File: config.mk
export PLATFORM = sky130hd
export DESIGN_NAME = time_alarm_core
export DESIGN_NICKNAME = d
export VERILOG_FILES = /design/src/rtl/time_alarm_core.sv
export SDC_FILE = /design/constraint.sdc
export NUM_CORES = 1
export LEC_CHECK = 0
export CELL_PAD_IN_SITES_DETAIL_PLACEMENT = 1
export CELL_PAD_IN_SITES_GLOBAL_PLACEMENT = 1
export CORE_MARGIN = 3
export CORE_UTILIZATION = 25
export CTS_BUF_LIST = sky130_fd_sc_hd__clkbuf_2 sky130_fd_sc_hd__clkbuf_4 sky130_fd_sc_hd__clkbuf_8
export CTS_CLUSTER_DIAMETER = 60
export CTS_CLUSTER_SIZE = 30
export DETAILED_ROUTE_END_ITERATION = 12
export PLACE_DENSITY = 0.53
export SLEW_MARGIN = 25
export SYNTH_ARGS = -nofsm -noshare
export SYNTH_HDL_FRONTEND = slang
export SYNTH_SLANG_ARGS = --single-unit
File: constraint.sdc
create_clock -name Pulse -period 4.1 [get_ports Pulse]
set_input_delay 1.025 -clock Pulse [delete_from_list [all_inputs] [get_ports Pulse]]
set_output_delay 1.025 -clock Pulse [all_outputs]
set_load 0.01 [all_outputs]
File: src/rtl/time_alarm_core.sv
// Seconds/minutes/hours/day timekeeper with user-settable time and alarm registers.
// The alarm comparator downstream consumes the registered time and alarm fields directly.
module time_alarm_core #(
  parameter int unsigned SEC_MOD = 60,
  parameter int unsigned MIN_MOD = 60,
  parameter int unsigned HRS_MOD = 24,
  parameter int unsigned DAY_MOD = 7
) (
  input  logic       Pulse,
  input  logic       Reset,
  input  logic       Timeset,
  input  logic       Alarmset,
  input  logic       Minadv,
  input  logic       Hrsadv,
  input  logic       Dayadv,
  output logic [6:0] tsec,
  output logic [6:0] tmin,
  output logic [6:0] thrs,
  output logic [6:0] tday,
  output logic [6:0] amin,
  output logic [6:0] ahrs,
  output logic [6:0] aday
);

  typedef enum logic [1:0] {ModeRun, ModeTset, ModeAset} mode_e;

  localparam logic [6:0] SecMax = 7'(SEC_MOD - 1);
  localparam logic [6:0] MinMax = 7'(MIN_MOD - 1);
  localparam logic [6:0] HrsMax = 7'(HRS_MOD - 1);

  // Wraps at MOD-1 and also recovers any out-of-range value to 0.
  function automatic logic [6:0] inc_mod(input logic [6:0] v, input int unsigned m);
    logic [6:0] lim;
    lim = 7'(m - 1);
    return (v >= lim) ? 7'd0 : v + 7'd1;
  endfunction

  logic [6:0] tsec_q, tmin_q, thrs_q, tday_q, amin_q, ahrs_q, aday_q;
  logic [6:0] tsec_d, tmin_d, thrs_d, tday_d, amin_d, ahrs_d, aday_d;
  logic       min_carry, hrs_carry, day_carry;
  mode_e      mode;

  always_comb begin
    if (Timeset)       mode = ModeTset;
    else if (Alarmset) mode = ModeAset;
    else               mode = ModeRun;
  end

  assign min_carry = (tsec_q == SecMax);
  assign hrs_carry = min_carry && (tmin_q == MinMax);
  assign day_carry = hrs_carry && (thrs_q == HrsMax);

  always_comb begin
    tsec_d = tsec_q;
    tmin_d = tmin_q;
    thrs_d = thrs_q;
    tday_d = tday_q;
    amin_d = amin_q;
    ahrs_d = ahrs_q;
    aday_d = aday_q;
    unique case (mode)
      ModeTset: begin
        if (Minadv) tmin_d = inc_mod(tmin_q, MIN_MOD);
        if (Hrsadv) thrs_d = inc_mod(thrs_q, HRS_MOD);
        if (Dayadv) tday_d = inc_mod(tday_q, DAY_MOD);
      end
      ModeAset, ModeRun: begin
        // The clock keeps running while the alarm is being set.
        tsec_d = inc_mod(tsec_q, SEC_MOD);
        if (min_carry) tmin_d = inc_mod(tmin_q, MIN_MOD);
        if (hrs_carry) thrs_d = inc_mod(thrs_q, HRS_MOD);
        if (day_carry) tday_d = inc_mod(tday_q, DAY_MOD);
        if (mode == ModeAset) begin
          if (Minadv) amin_d = inc_mod(amin_q, MIN_MOD);
          if (Hrsadv) ahrs_d = inc_mod(ahrs_q, HRS_MOD);
          if (Dayadv) aday_d = inc_mod(aday_q, DAY_MOD);
        end
      end
      default: ;
    endcase
  end

  always_ff @(posedge Pulse or posedge Reset) begin
    if (Reset) begin
      tsec_q <= '0;
      tmin_q <= '0;
      thrs_q <= '0;
      tday_q <= '0;
      amin_q <= '0;
      ahrs_q <= '0;
      aday_q <= '0;
    end else begin
      tsec_q <= tsec_d;
      tmin_q <= tmin_d;
      thrs_q <= thrs_d;
      tday_q <= tday_d;
      amin_q <= amin_d;
      ahrs_q <= ahrs_d;
      aday_q <= aday_d;
    end
  end

  assign tsec = tsec_q;
  assign tmin = tmin_q;
  assign thrs = thrs_q;
  assign tday = tday_q;
  assign amin = amin_q;
  assign ahrs = ahrs_q;
  assign aday = aday_q;

endmodule

After elaboration in Yosys (flattened, before gate mapping) --
Index checks and enable logic that the tools add are counted.
Storage, ports and cells: bits in registers 49, input port bits 7, output and inout port bits 49, word-level logic and storage cells 61
Operators by class: add/sub/neg operators 7, order comparisons 7, eq/ne operators 11, mux-type cells 18, reduce and logical (&&, ||, !) cells 11
Operator list (number):
- 7-bit 2-to-1 mux | 13
- 7-bit by 1-bit adder with 7-bit output, second input constant | 7
- 7-bit case mux with 2 select lines | 3
- 7-bit by 6-bit greater-or-equal comparator with 1-bit output, second input constant | 3
- 3-bit AND reduction | 6
- 7-bit by 6-bit == test with 1-bit output, second input constant | 2
- 7-bit by 3-bit greater-or-equal comparator with 1-bit output, second input constant | 2
- 7-bit by 5-bit greater-or-equal comparator with 1-bit output, second input constant | 2
- 2-bit != test, second input constant | 6
- 7-bit by 5-bit == test with 1-bit output, second input constant | 1
- 2-bit 2-to-1 mux | 2
- 2-bit by 1-bit == test with 1-bit output, second input constant | 1
- 2-bit == test, second input constant | 1
- 1-bit logical AND | 2
- 2-bit logical NOT | 1
- 2-bit nonzero test | 1
- 2-bit OR reduction | 1

Depth between registers and ports, before layout --
depth after elaboration 6, depth in mapped cells 6, mapped depth without buffers 6

Worst setup path before layout --
Ideal clock, no wire load.
path kind input to register, from input Timeset, to register tday_q[1] (netlist: tday[1]), library setup time 0.128 ns, arrival time 2.621 ns, data required time 3.972 ns, slack 1.352 ns, stages 4, path buffers 0, cell sequence or4b_4 or4_4 o21bai_4 mux2_1
On the way: cells in the longest elaborated chain, start to end 5
RTL lines:
- from (decl) | RTL line 11 | input logic Timeset,
- 2-bit 2-to-1 mux (*) | RTL line 44 | if (Timeset) mode = ModeTset;
- 2-bit == test or 2-bit logical NOT (tied branches) | RTL line 61 | unique case (mode)
- 2-bit OR reduction
- 2-bit != test (no line) or 2-bit nonzero test (tied branches)
- 3-bit AND reduction (no line)
- to (signal assigned) | RTL line 96 | tday_q <= tday_d;
- to (decl) | RTL line 38 | logic [6:0] tsec_q, tmin_q, thrs_q, tday_q, amin_q, ahrs_q, aday_q;
Mark *: on every way between the ends. The rest lies on a longest branch, timed or not. A chain may end at the register's enable or synchronous reset.

Worst setup path in the final report --
Same ends and word-level chain as after synthesis.

==> impl_metrics.toml <==
[setup_path]
cp.depth = 5
worst-endpoint-required_ps = 4280
critPathKind = "input pin to register"
r2r_cells = 5
cpPeakStageDelay_ps = 570
worstReg2RegStart = "tsec[0]"
cp-end-kind = "register"
cp_num_buf_inv = 1
reg2reg_setup_slack_ps = 1540
path_max_fanout = 7
critPathCapture = "tday[1]"
path_delay_family = "simple AND/OR/NAND/NOR gates"
r2r_end = "tday[1]"
cp_slowest_cell = "or4_4"
start_kind = "input pin"
crit_chain = "clkdlybuf4s50_1 > or4b_4 > or4_4 > o21bai_4 > mux2_1"
cp.arrival_ps = 3190
critPathLaunch = "Timeset"

[timing]
tightest_slew_ps = 805
fin_crit_sh = 0.735
rsz0062_at_grt = "false"
layout_min_cycle_time_ps = 3010
tns_ps = 0
hold_viol_final = 0
slew_headroom = 0.458
maxSlewViolCount = 0
max_freq_ghz = 0.332
setup_viol = 0
fin_skew_ps = 7.16

[cts]
cts_tree = "built"
cts_made_buffers = 5
postCtsHoldBufs = 0
htreeDepth = 2
cts_root_buffer = "clkbuf_8"
postCtsSetupBuffers = 0
clock_path_buffers = 2
cts_resized = 0
clkTransAtPathRegs_ps = 90
clk-insertion-delay-late_ps = 300
clock-sinks = 49

[synth]
avgSynthCellArea_um2 = 9.93
ys_async_sr_fraction = 1.00
netlist_instances = 249
yosysWarningCount = 0
synth.yosys.seq_area_share = 0.496
synthDistinctLibCells = 52
syn_nets = 265
netlist_area_um2 = 2470
synthFlopType = "dfrtp_1"
synth-edff-count = 0
synth_seq_cells = 49

[outcome]
status = "complete, no violations"

[die]
rows = 35
die_h_um = 105
pin_count = 56
core_area_um2 = 9420
die_w_um = 105
dieArea_um2 = 11100
start_util = 0.263

[finish]
multi_input_area_um2 = 1210
n_antenna_cell = 0
final_cell_mix = "clkdlybuf4s50_1 (55), dfrtp_1 (49), nand2_1 (25)"
area.growth.synth_to_final_pct = 34.2
fin_cells = 442
nNetsFinal = 328
drive_gt1_frac = 0.0639
regArea_um2 = 1230
finish.utilization = 0.353
fillers = 1095
layout_commonest_cell = "clkdlybuf4s50_1"

[routing]
wl_met3_um = 201
highest_layer = "met4"
first_pass_iters = 4
wire_per_inst_um = 14.5
wl_met1_um = 3150
route.met2.wl_um = 3000
drc = 0
antenna_left = 0
finalWirelength_um = 6390
vias = 2140
first_iter_violations = 30
avgViaCountPerCell = 4.84

[grt]
grt_pass1_vias = 2199
antenna_found_initial = 0
grt_max_degree = 30
grt_pass1_wl_um = 11100
overflow = 0
grt.total_usage = 0.121

[power_and_ir_drop]
clkPwrFrac = 0.191
finalPower_mw = 1.92
combPwrFrac = 0.382
leakage_nw = 1.43
swShare = 0.359
p_sw_mw = 0.691
p_seq_frac = 0.427
internal-power_mw = 1.23
power_density_nw_per_um2 = 580
worst_ir_drop_vdd_v = 0.000201

[min_path]
hp-class = "register to register"

[placement]
portBuffers = 55
dp_hpwl_um = 4810
dp_cells = 434
place.gp.congestion = 0.715

[run]
maxCapViolCount = 0
logic make-up (layout without fill, tap and decap cells):
group           count (synthesis)  after routing  synth area share
simple gates                  107            107             0.231
compound gates                 65             65             0.181
flops                          49             49             0.496
buf+inv                        11             75            0.0167
fa+ha+maj                       9              9            0.0455
xor+xnor                        5              5            0.0177
mux                             3              3            0.0132
power groups by stage:
stage | Sequential [mW] | Clock (mW) | Combinational, mW
2_1_floorplan | 0.847 | 0 | 0.325
4_1_cts | 0.826 | 0.387 | 0.751
5_1_grt | 0.860 | 0.401 | 0.827
3_3_place_gp | 0.833 | 0 | 0.734
3_5_place_dp | 0.833 | 0 | 0.748
6_report | 0.822 | 0.367 | 0.735
synthesized netlist by cell type (2+ instances only):
cell	instances	area, um2
a211oi_1	4	30.0
a21o_1	2	15.0
a21oi_1	9	45.0
a22o_1	4	35.0
a22oi_1	2	15.0
a31oi_1	3	18.8
a41oi_1	5	43.8
and2_1	9	56.3
and3_1	5	31.3
and3b_1	3	26.3
clkbuf_1	2	7.51
dfrtp_1	49	1230
ha_1	9	113
inv_1	9	33.8
nand2_1	25	93.8
nand2b_1	2	12.5
nand3_1	13	65.1
nand3b_1	3	22.5
nand4_1	3	18.8
nor2_1	23	86.3
nor2b_1	4	25.0
nor3_1	3	15.0
nor4_1	3	18.8
o21a_1	2	15.0
o21ai_0	21	105
o21ai_1	2	10.0
or4_1	2	15.0
xor2_1	4	35.0
layer usage:
metal | vias up | track usage
met3 | 2 | 0.0196
li1 | 1042 | -
met1 | 1061 | 0.165
met2 | 35 | 0.197
met4 | 0 | 0.0366
met5 | - | 0
state kept, by name (all words and copies together) (netlist names):
signal / cells
aday: 7
tday: 7
amin: 7
tmin: 7
tsec: 7
ahrs: 7
thrs: 7
cell type report:
class / count / area share
inverters: 9 / 0.0102
repair buffers: 58 / 0.173
clock inverters: 1 / 0.00904
clock buffers: 7 / 0.0271
well taps: 129 / 0.0486
multi-input cells: 189 / 0.363
flip-flops and latches: 49 / 0.369
per-stage QoR:
stage / cell area (um2) / worst slack, ps / hold WS, ps
finish: 3320 / 1090 / 527
floorplan: 2470 / 1350 / 540
global route: 3320 / 998 / 549
CTS: 3320 / 1070 / 533
global placement: 3200 / 791 / 507
detailed placement: 3200 / 753 / 504
worst min path at each step:
stage                     depth (start not counted)      end    start  slack [ps]
after floorplan                                   2  tday[6]  tday[6]         540
after detailed placement                          1  ahrs[6]  ahrs[6]         500
final                                             1  ahrs[6]  ahrs[6]         530
after global placement                            1  ahrs[6]  ahrs[6]         510
after global routing                              2  tday[6]  tday[6]         550
after CTS                                         1  ahrs[6]  ahrs[6]         530
Note: power is estimated with default switching activity, not from simulation.
